`config.mk`:
```
export PLATFORM = sky130hd
export DESIGN_NAME = factorial_core
export DESIGN_NICKNAME = d
export VERILOG_FILES = /design/src/rtl/factorial_core.sv
export SDC_FILE = /design/constraint.sdc
export NUM_CORES = 1
export LEC_CHECK = 0
export ABC_AREA = 1
export CORE_MARGIN = 2
export CORE_UTILIZATION = 37
export CTS_BUF_LIST = sky130_fd_sc_hd__clkbuf_8
export CTS_CLUSTER_SIZE = 10
export DETAILED_ROUTE_END_ITERATION = 10
export PLACE_DENSITY_LB_ADDON = 0.08
export SLEW_MARGIN = 40
export SYNTH_ARGS = -nofsm -noshare
export SYNTH_HDL_FRONTEND = slang
export SYNTH_SLANG_ARGS = --single-unit
```
`constraint.sdc`:
```
create_clock -name clk -period 2.7 [get_ports clk]
set_input_delay 0.54 -clock clk [delete_from_list [all_inputs] [get_ports clk]]
set_output_delay 0.54 -clock clk [all_outputs]
set_load 0.05 [all_outputs]
```
`src/rtl/factorial_core.sv`:
```
// Iterative factorial engine: n! mod 2^W, one radix-2 shift-add multiply per factor
// (n, n-1, ..., 2), result presented with a one-cycle done pulse.
module factorial_core #(
    parameter int W   = 32,
    parameter int N_W = 8
) (
    input  logic           clk,
    input  logic           reset,
    input  logic           start,
    input  logic [N_W-1:0] n,
    output logic           busy,
    output logic           done,
    output logic [W-1:0]   result,
    output logic           overflow
);

    // Handshake: start/n are taken only while busy=0 (IDLE); a start seen while busy
    // is dropped. done is a single-cycle strobe, result/overflow stay stable until the next done.
    localparam int PP_W  = W + N_W;
    localparam int IDX_W = (N_W > 1) ? $clog2(N_W) : 1;

    typedef enum logic [1:0] {
        IDLE = 2'd0,
        MUL  = 2'd1,
        NEXT = 2'd2,
        DONE = 2'd3
    } state_t;

    state_t            state, state_nxt;
    logic [W-1:0]      acc, acc_nxt;
    logic [N_W-1:0]    cnt, cnt_nxt;
    logic [PP_W-1:0]   pp, pp_nxt;
    logic [IDX_W-1:0]  bit_idx, bit_idx_nxt;
    logic              ovf_acc, ovf_acc_nxt;
    logic [W-1:0]      result_nxt;
    logic              overflow_nxt;

    logic [PP_W-1:0]   acc_ext;
    logic [N_W-1:0]    cnt_dec;
    logic              ovf_new;

    assign acc_ext = PP_W'(acc);
    assign cnt_dec = cnt - N_W'(1);
    // Anything above bit W-1 of the finished product means the factor did not fit.
    assign ovf_new = ovf_acc | (pp[PP_W-1:W] != '0);

    assign busy = (state != IDLE);
    assign done = (state == DONE);

    always_ff @(posedge clk) begin
        if (reset) begin
            state    <= IDLE;
            acc      <= '0;
            cnt      <= '0;
            pp       <= '0;
            bit_idx  <= '0;
            ovf_acc  <= 1'b0;
            result   <= '0;
            overflow <= 1'b0;
        end else begin
            state    <= state_nxt;
            acc      <= acc_nxt;
            cnt      <= cnt_nxt;
            pp       <= pp_nxt;
            bit_idx  <= bit_idx_nxt;
            ovf_acc  <= ovf_acc_nxt;
            result   <= result_nxt;
            overflow <= overflow_nxt;
        end
    end

    always_comb begin
        state_nxt    = state;
        acc_nxt      = acc;
        cnt_nxt      = cnt;
        pp_nxt       = pp;
        bit_idx_nxt  = bit_idx;
        ovf_acc_nxt  = ovf_acc;
        result_nxt   = result;
        overflow_nxt = overflow;

        case (state)
            IDLE: begin
                if (start) begin
                    cnt_nxt     = n;
                    acc_nxt     = W'(1);
                    pp_nxt      = '0;
                    bit_idx_nxt = '0;
                    ovf_acc_nxt = 1'b0;
                    if (n <= N_W'(1)) begin
                        result_nxt   = W'(1);
                        overflow_nxt = 1'b0;
                        state_nxt    = DONE;
                    end else begin
                        state_nxt = MUL;
                    end
                end
            end
            MUL: begin
                if (cnt[bit_idx]) begin
                    pp_nxt = pp + (acc_ext << bit_idx);
                end
                bit_idx_nxt = bit_idx + IDX_W'(1);
                if (bit_idx == IDX_W'(N_W - 1)) begin
                    state_nxt = NEXT;
                end
            end
            NEXT: begin
                acc_nxt     = pp[W-1:0];
                ovf_acc_nxt = ovf_new;
                cnt_nxt     = cnt_dec;
                if (cnt_dec <= N_W'(1)) begin
                    result_nxt   = pp[W-1:0];
                    overflow_nxt = ovf_new;
                    state_nxt    = DONE;
                end else begin
                    pp_nxt      = '0;
                    bit_idx_nxt = '0;
                    state_nxt   = MUL;
                end
            end
            DONE: begin
                state_nxt = IDLE;
            end
            default: begin
                state_nxt = IDLE;
            end
        endcase
    end

endmodule

```
==> results of run 1 <==
## timing repair
item,CTS,global route
pin swaps,40,99
setup buffers,8,18
endpoints found under the setup margin,31,33
gates resized for setup,126,282
gates cloned,2,3
## worst reg2reg max path: cells and delay by family, from the launching register on
kind                       cells  cell delay (ns)
AOI/OAI and AO/OA              5             0.84
DFF                            1             0.44
and+or+nand+nor                5             0.42
adders and majority gates      1             0.35
muxes                          2             0.34
buffers and inverters          2             0.29
## Yosys cell counts, drive strengths merged
library cell,instances,share of area (%)
a22oi,2,0.17
ha,44,6.3
o211ai,5,0.49
xor2,17,1.8
a21oi,126,7.7
o21bai,1,0.087
a31oi,2,0.14
and2,3,0.22
dfxtp,119,27
buf,28,2.1
nand4,4,0.29
clkbuf,31,1.3
fa,1,0.23
nor4,2,0.14
nand2,556,24
o21ai,64,3.7
nand3b,5,0.43
or2,6,0.43
nor3,7,0.40
inv,154,6.7
xnor2,1,0.10
mux2i,4,0.46
nor2,147,6.5
nand3,129,7.6
a221oi,7,0.71
## kinds of logic after synthesis
family | Yosys count | share of synthesized area (%)
simple gates | 859 | 40.50
buf+inv | 213 | 10.13
compound gates | 207 | 12.99
flops | 119 | 27.44
fa+ha+maj | 45 | 6.573
xor+xnor | 18 | 1.903
mux | 4 | 0.4612
## layout make-up
class,count,area [µm²],area share (%)
well taps,319,399.1,3.137
clock inverters,13,147.6,1.161
multi-input cells,1133,6775,53.26
repair buffers,241,2178,17.12
inverters,154,588.1,4.622
clock buffers,18,247.7,1.947
flip-flops and latches,119,2386,18.75
## state kept, by name (all words and copies together), names as in the netlist
register and flops:
bit_idx 3, cnt 8, ovf_acc 1, acc 32
overflow 1, result 32, state 2, pp 40
## path summary, 6_finish.rpt
kind / from / end / slack, ns
min reg2reg: ovf_acc / ovf_acc / 0.47
max: bit_idx[0] / pp[39] / -0.08
max reg2reg: bit_idx[0] / pp[39] / -0.08
min: ovf_acc / ovf_acc / 0.47
## cell usage in the layout (no fill, tap or decap), types with 18 or more instances in the layout
| cell type | netlist | final |
|---|---|---|
| dfxtp_1 | 119 | 118 |
| clkbuf_8 | 0 | 18 |
| o21ai_0 | 64 | 21 |
| nand2_2 | 11 | 88 |
| nor2_1 | 143 | 98 |
| a21oi_2 | 10 | 36 |
| o21ai_2 | 0 | 24 |
| ha_1 | 44 | 20 |
| nand3_2 | 3 | 32 |
| nand2_1 | 544 | 445 |
| inv_1 | 147 | 140 |
| nor2_2 | 3 | 30 |
| nand2_4 | 1 | 23 |
| a21oi_1 | 116 | 86 |
| clkdlybuf4s50_1 | 0 | 44 |
| buf_4 | 5 | 168 |
| ha_4 | 0 | 22 |
| nor2_4 | 1 | 19 |
| nand3_1 | 126 | 95 |
## metal layers
metal	track usage, %	part of all wire, %	up-vias
met5	0	0	-
met4	5.758	1.9	0
met3	3.800	5.1	32
met2	37.14	43	239
met1	37.98	50	4633
li1	-	-	5079
## power groups by stage
stage | Sequential (mW) | Clock, mW | Combinational [mW]
after floorplan | 2.13 | 0 | 0.587
after CTS | 1.89 | 1.74 | 1.23
after global routing | 1.91 | 1.81 | 1.46
final | 1.90 | 1.71 | 1.35
after global placement | 1.93 | 0 | 1.16
after detailed placement | 1.93 | 0 | 1.16
==> flow_metrics.tcl, run 1 <==
set metrics [dict create \
    cp_common_cell "nor2_1" \
    pre_cts_slack_ns -0.2858 \
    gp_congestion 0.8953 \
    clockBufferDepth 2 \
    pwr-share-comb_pct 27.2 \
    period_share_pct 102.8 \
    port_buffers 45 \
    cts.sinks 119 \
    ys.warnings.count 0 \
    grt_pass1_vias 9020 \
    crit_family "compound AO/OA/AOI/OAI gates" \
    slowest_delay_ns 0.44 \
    min_delay_path_depth 2 \
    dp_hpwl_mm 22.77 \
    fin_area_um2 12720 \
    clkPwrFrac_pct 34.5 \
    rows 56 \
    powerDensity_nw_per_um2 389.9 \
    syn_to_final_growth_pct 46.56 \
    synth_cell_type_count 39 \
    hp-class "reg -> reg" \
    cp.required_ns 3.04 \
    fmax_mhz 360.1 \
    path_clk_slew_ns 0.09 \
    critical_path_buf_inv_count 2 \
    wl_per_cell_um 15.66 \
    drive_gt1_share_pct 32.48 \
    ioPinCount 46 \
    drtIter0Drc 732 \
    drtAntennaViolNets 0 \
    cts_root_buffer "clkbuf_8" \
    report.power.total_mw 4.960 \
    core_um2 23260 \
    utilization_pct 54.69 \
    p_seq_share_pct 38.2 \
    first_pass_iters 5 \
    p_int_mw 3.201 \
    criticalPathCategory "reg -> reg" \
    rsz0062_at_grt "true" \
    ctsHoldBuffers 0 \
    worstSetupStartpointType "flip-flop" \
    die_area_um2 24700 \
    slew_headroom_pct 65.24 \
    max_cap_viol_count 0 \
    swShare_pct 35.48 \
    syn-num-nets 1521 \
    power_leakage_nw 5.945 \
    setup_ws_ns -0.07667 \
    arrival_ns 3.11 \
    fin_tns_setup_ns -0.08300 \
    tightest_slew_ns 0.5198 \
    violations "negative setup slack" \
    fillers 2363 \
    cp.depth 15 \
    synth_cells 1465 \
    skew_ns 0.01820 \
    finalHoldViolations 0 \
    cp-end-kind "flip-flop" \
    dp_cells 1938 \
    crit_path_max_fanout 9 \
    overflow 0 \
    min_period_ns 2.777 \
    ff2ff_path_depth 15 \
    final_nets 1722 \
    fin_cells 1997 \
    worstPathCellList "buf_12 -> buf_12 -> mux2i_4 -> nor2_1 -> a31oi_2 -> mux2i_1 -> ha_1 -> a21oi_2 -> nor2_1 -> o21ai_0 -> nand2_1 -> a21oi_2 -> nand3_2 -> a21oi_1 -> nor2_1" \
    grt_pass1_wl_mm 48.33 \
    vias 9983 \
    die_h_um 157.2 \
    slowest_stage "dfxtp_4" \
    grt_usage_pct 25.10 \
    antenna_found_initial 0 \
    drc_errors 0 \
    antenna_cells 0 \
    p_switching_mw 1.760 \
    htreeDepth 4 \
    grt_max_degree 82 \
    routed_wl_mm 31.27 \
    viasPerCell 4.999 \
    drv_slew 0 \
    syn_avg_cell_area_um2 5.925 \
    synth_area_um2 8681 \
    synth.yosys.seq_area_share_pct 27.44 \
    setup-violations-final 2 \
    outcome "finished, violations left" \
    start_util_pct 37.32 \
    worstSkewPairLatency_ns 0.46 \
    cts_tree "done" \
    cts_inserted_buffers 17 \
    ys_seq_elements 119 \
    max-vdd-ir-drop_v 0.0003094 \
    fin_worst_hold_slack_ns 0.4677 \
    place_area_um2 10590 \
    die_w_um 157.2 \
]
Power figures use the tool's default switching activity.
==> run 2, diff against run 1 <==
Settings changed: CORE_ASPECT_RATIO from default to 1.2.
Clock period 2.7 ns to 3.3 ns, I/O delays scaled along.
==> flow_metrics.tcl, run 2 (synthesis results as in run 1) <==
set metrics [dict create \
    drv_slew 0 \
    die_h_um 171.8 \
    power_leakage_nw 4.644 \
    gp_congestion 0.9162 \
    report.power.total_mw 3.900 \
    outcome "finished clean" \
    worstPathCellList "inv_1 -> buf_4 -> o21ai_0 -> o21ai_0 -> o21ai_0 -> ha_1 -> nand2_1 -> inv_1 -> nand3_1 -> nand2_1 -> nand2_1 -> nand3_1 -> or2_2 -> nand3_1 -> a21oi_2" \
    die_area_um2 24710 \
    start_util_pct 37.54 \
    die_w_um 143.8 \
    max_cap_viol_count 0 \
    worstSkewPairLatency_ns 0.46 \
    grt_pass1_wl_mm 45.98 \
    htreeDepth 4 \
    final_cell_mix "nand2_1, inv_1, nor2_1, nand3_1, dfxtp_1" \
    seqCellArea_um2 2382 \
    antenna_found_initial 0 \
    cts_root_buffer "clkbuf_8" \
    fin_tns_setup_ns 0 \
    cts_inserted_buffers 17 \
    max-vdd-ir-drop_v 0.0002139 \
    first_pass_iters 6 \
    grt_max_degree 49 \
    crit_family "simple AND/OR/NAND/NOR gates" \
    ioPinCount 46 \
    slew_headroom_pct 60.55 \
    finalHoldViolations 0 \
    cts_setup_buffers 0 \
    final_common_cell "nand2_1" \
    path_clk_slew_ns 0.09 \
    viasPerCell 4.999 \
    rsz0062_at_grt "false" \
    drtIter0Drc 744 \
    grt_usage_pct 23.93 \
    routed_wl_mm 28.60 \
    hp-class "reg -> reg" \
    largest_register "pp" \
    min_period_ns 3.026 \
    largest_reg_flops 40 \
    setup-violations-final 0 \
    fin_area_um2 9903 \
    ctsHoldBuffers 0 \
    multi_input_area_um2 5438 \
    cts_tree "done" \
    ff2ff_path_depth 15 \
    drtAntennaViolNets 0 \
    overflow 0 \
    vias 9098 \
    port_buffers 45 \
    skew_ns 0.01672 \
    place_area_um2 9470 \
    slowest_stage "dfxtp_1" \
    period_share_pct 91.69 \
    syn_to_final_growth_pct 14.08 \
    drive_gt1_share_pct 6.777 \
    drc_errors 0 \
    min_delay_path_depth 2 \
    tightest_slew_ns 0.5918 \
    arrival_ns 3.37 \
    cp.required_ns 3.64 \
    rows 61 \
    utilization_pct 42.82 \
    grt_pass1_vias 8766 \
    largestRegisters "pp (40), acc (32), result (32)" \
    cp.depth 15 \
    powerDensity_nw_per_um2 393.8 \
    clockBufferDepth 2 \
    worstSetupStartpointType "flip-flop" \
    antenna_cells 0 \
    dp_hpwl_mm 21.71 \
    fmax_mhz 330.5 \
    core_um2 23130 \
    cts_resized 0 \
    final_nets 1548 \
    fillers 2603 \
    crit_path_max_fanout 11 \
    criticalPathCategory "reg -> reg" \
    slowest_delay_ns 0.38 \
    critical_path_buf_inv_count 3 \
    cts.sinks 119 \
    wl_per_cell_um 15.72 \
    cp-end-kind "flip-flop" \
]
[run 2: changes by cell type in the layout (fill, tap and decap cells not counted), moves of 24 or more]
| cell | change |
|---|---|
| o21ai_2 | -24 |
| nor2_1 | +43 |
| nor2_2 | -25 |
| nand3_1 | +30 |
| a21oi_1 | +30 |
| nand3_2 | -28 |
| o21ai_0 | +43 |
| ha_1 | +24 |
| a21oi_2 | -26 |
| buf_4 | -152 |
| nand2_1 | +99 |
| nand2_2 | -77 |
[run 2: layout make-up]
class                      count  area share [%]
inverter                     154           5.862
multi-input combinational   1133           54.91
clock inverter                14           1.769
sequential                   119           24.06
clock buffer                  18           2.502
timing repair buffer          67           6.924
tap                          315           3.980
[run 2: power by group]
part / switching [mW] / leakage (nW) / internal (mW) / total (mW)
Combinational: 0.613 / 3.47 / 0.277 / 0.890
Sequential: 0.0455 / 0.965 / 1.50 / 1.55
Clock: 0.690 / 0.205 / 0.771 / 1.46
Total: 1.35 / 4.64 / 2.55 / 3.90
[run 2: per-stage QoR]
step | hold WS [ns] | worst slack [ns] | cells
2_1_floorplan | 0.4411 | 0.4033 | 1465
3_3_place_gp | 0.4501 | 0.1811 | 1788
3_5_place_dp | 0.4562 | 0.2179 | 1788
4_1_cts | 0.4676 | 0.2087 | 1820
5_1_grt | 0.4837 | 0.02146 | 1820
6_report | 0.4642 | 0.2743 | 1820
[run 2: final timing paths]
kind                            slack [ns]      to        from
worst max-delay path                  0.27  pp[21]  bit_idx[0]
worst max register to register        0.27  pp[21]  bit_idx[0]
worst min-delay path                  0.46  acc[1]      acc[1]
worst min register to register        0.46  acc[1]      acc[1]
[run 2: layer usage]
| layer | vias up | part of all wire [%] | track usage [%] |
|---|---|---|---|
| li1 | 4731 | - | - |
| met3 | 24 | 3.4 | 2.979 |
| met5 | - | 0 | 0 |
| met1 | 4143 | 50 | 33.20 |
| met4 | 0 | 1.5 | 6.394 |
| met2 | 200 | 45 | 39.09 |
[run 2: worst min-delay path: stages, from the launching register on]
cell and delay [ns]:
dfxtp_1 0.31, nand2_1 0.06, a21oi_1 0.05
==> run 3, diff against run 2 <==
Settings changed: ABC_AREA 1 to 0.
Clock period 3.3 ns to 3.8 ns, I/O delays scaled along.
==> flow_metrics.tcl, run 3 <==
set metrics [dict create \
    ys_seq_elements 119 \
    r2r_end "pp[31]" \
    r2r_setup_slack_ns 0.14 \
    slowest_stage "mux4_2" \
    final_common_cell "dfxtp_1" \
    slew_headroom_pct 50.15 \
    dp_hpwl_mm 17.44 \
    grt_max_degree 78 \
    report.power.total_mw 2.729 \
    crit_family "compound AO/OA/AOI/OAI gates" \
    vias 7162 \
    drc_errors 0 \
    grt_usage_pct 22.21 \
    synth_cell_type_count 59 \
    fin_area_um2 9248 \
    synth_area_um2 7765 \
    die_h_um 162.7 \
    tightest_slew_ns 0.7460 \
    post-synth-top-count-cell "dfxtp_1" \
    max-vdd-ir-drop_v 0.0001947 \
    ys.warnings.count 0 \
    worstSkewPairLatency_ns 0.46 \
    rows 58 \
    synth.largest_area_cell "dfxtp_1" \
    largest_register "pp" \
    arrival_ns 4.01 \
    final_cell_mix "dfxtp_1, nor2_1, nand2_1, a21oi_1, a22oi_1" \
    syn_avg_cell_area_um2 8.226 \
    cts_tree "done" \
    synth_edf_count 0 \
    worstPathCellList "buf_12 -> mux2_2 -> mux4_2 -> ha_1 -> buf_4 -> nand2_1 -> nor3_1 -> o211a_1 -> nor3b_1 -> buf_4 -> o21ai_2 -> a41oi_2 -> o21bai_1 -> nand2_1 -> a32o_1" \
    antenna_found_initial 0 \
    cts_inserted_buffers 17 \
    hp-class "reg -> reg" \
    htreeDepth 4 \
    synth_area_leaders "dfxtp_1, ha_1, mux4_2" \
    ctsHoldBuffers 0 \
    fmax_mhz 272.9 \
    synth.yosys.seq_area_share_pct 30.68 \
    die_w_um 136.2 \
    drv_slew 0 \
    routed_wl_mm 23.72 \
    criticalPathCategory "reg -> reg" \
    path_clk_slew_ns 0.09 \
    drtIter0Drc 429 \
    cts_setup_buffers 0 \
    drive_gt1_share_pct 16.68 \
    syn-num-nets 1000 \
    overflow 0 \
    antenna_cells 0 \
    critical_path_buf_inv_count 3 \
    gp_congestion 0.8723 \
    min_delay_path_depth 2 \
    skew_ns 0.01825 \
    synth_flop_cell "dfxtp_1" \
    first_pass_iters 8 \
    r2r-start "bit_idx[1]" \
    cts.sinks 119 \
    yosys.area.top_type_share_pct 30.68 \
    slowest_delay_ns 0.48 \
    seqCellArea_um2 2385 \
    drtAntennaViolNets 0 \
    crit_path_max_fanout 22 \
    finalHoldViolations 0 \
    ff2ff_path_depth 15 \
    port_buffers 45 \
    powerDensity_nw_per_um2 295.1 \
    start_util_pct 37.41 \
    syn_to_final_growth_pct 19.09 \
    grt_pass1_wl_mm 38.36 \
    die_area_um2 22170 \
    outcome "finished clean" \
    grt_pass1_vias 7066 \
    fillers 2161 \
    period_share_pct 96.42 \
    max_cap_viol_count 0 \
    final_nets 1044 \
    min_period_ns 3.664 \
    async_flop_share_pct 0 \
    core_um2 20750 \
    synth_cells 944 \
    largest_reg_flops 40 \
    power_leakage_nw 3.544 \
    worstSetupStartpointType "flip-flop" \
    viasPerCell 5.635 \
    clockBufferDepth 2 \
    cp-end-kind "flip-flop" \
    multi_input_area_um2 5180 \
    setup-violations-final 0 \
    place_area_um2 8747 \
    wl_per_cell_um 18.66 \
    min_to "result[28]" \
    largestRegisters "pp (40), acc (32), result (32)" \
    cp.required_ns 4.14 \
    cts_root_buffer "clkbuf_8" \
    worstHoldStart "result[28]" \
    ioPinCount 46 \
    synth_common_cells "dfxtp_1, nor2_1, nand2_1" \
]
-- run 3: changes by cell type in the layout (fill, tap and decap cells not counted), moves of 14 or more --
cell	delta
o21ai_0	-33
a21o_1	+25
buf_4	+27
nor2_1	-34
xnor2_1	+24
a22oi_1	+43
a21oi_1	-32
nand2_1	-450
nor3_1	+16
mux4_2	+22
inv_1	-128
nand3_1	-86
mux2_2	+27
a22o_1	+14
-- run 3: cells by family after synthesis --
group | share of synthesized area [%]
AND/OR/NAND/NOR | 17.66
multiplexers | 11.84
AO/OA/AOI/OAI | 23.86
XOR/XNOR | 4.173
flip-flops | 30.68
adder cells (fa/ha/maj) | 7.348
buffers and inverters | 4.431
-- run 3: stage by stage --
step	hold WS, ns	setup slack [ns]	util (%)	cells	TNS [ns]
detailed placement	0.4447	-0.0006521	42.14	1239	-0.0006521
floorplan	0.4423	0.003884	-	944	0
global placement	0.4382	0.05058	42.14	1239	0
CTS	0.4553	0.004051	43.97	1271	0
finish	0.4526	0.1359	44.56	1271	0
global route	0.4763	-0.01836	44.56	1271	-0.02194
-- run 3: routing by layer --
layer  GRT usage, %  wire length (µm)  vias up
li1               -                 -     3565
met1          26.76             10430     3436
met2          39.06             11900      114
met3          3.579               574       47
met4          9.044               818        0
met5              0                 0        -
-- run 3: worst max-delay path by stage --
stage | start | endpoint | cells after the start
global route | bit_idx[1] | pp[37] | 14
floorplan | bit_idx[1] | pp[30] | 15
finish | bit_idx[1] | pp[31] | 15
global placement | bit_idx[1] | pp[38] | 13
CTS | bit_idx[1] | pp[30] | 13
detailed placement | bit_idx[1] | pp[36] | 13
-- run 3: worst register-to-register path, stage by stage, from the launching register on --
cell and delay (ns):
dfxtp_2 0.38, buf_12 0.18, mux2_2 0.38, mux4_2 0.48, ha_1 0.32, buf_4 0.14, nand2_1 0.12, nor3_1 0.16
o211a_1 0.23, nor3b_1 0.08, buf_4 0.14, o21ai_2 0.17, a41oi_2 0.16, o21bai_1 0.26, nand2_1 0.09, a32o_1 0.25
-- run 3: cell type report --
| type | count | share of cell area (%) |
|---|---|---|
| multi-input combinational | 736 | 56.01 |
| sequential | 119 | 25.79 |
| timing repair buffer | 94 | 9.674 |
| tap | 270 | 3.653 |
| clock buffer | 17 | 2.530 |
| clock inverter | 15 | 1.529 |
| inverter | 20 | 0.8118 |
-- run 3: repair_timing --
action                                  CTS  global route
hold endpoints to repair                  0             0
pin swaps                                 0             3
endpoints found under the setup margin    2            17
resized for setup                         1            27
-- run 3: power by group --
group	internal [mW]	total [mW]	switching [mW]
logic	0.119	0.299	0.181
clock network	0.528	1.15	0.623
registers	1.26	1.28	0.0216
total	1.90	2.73	0.825
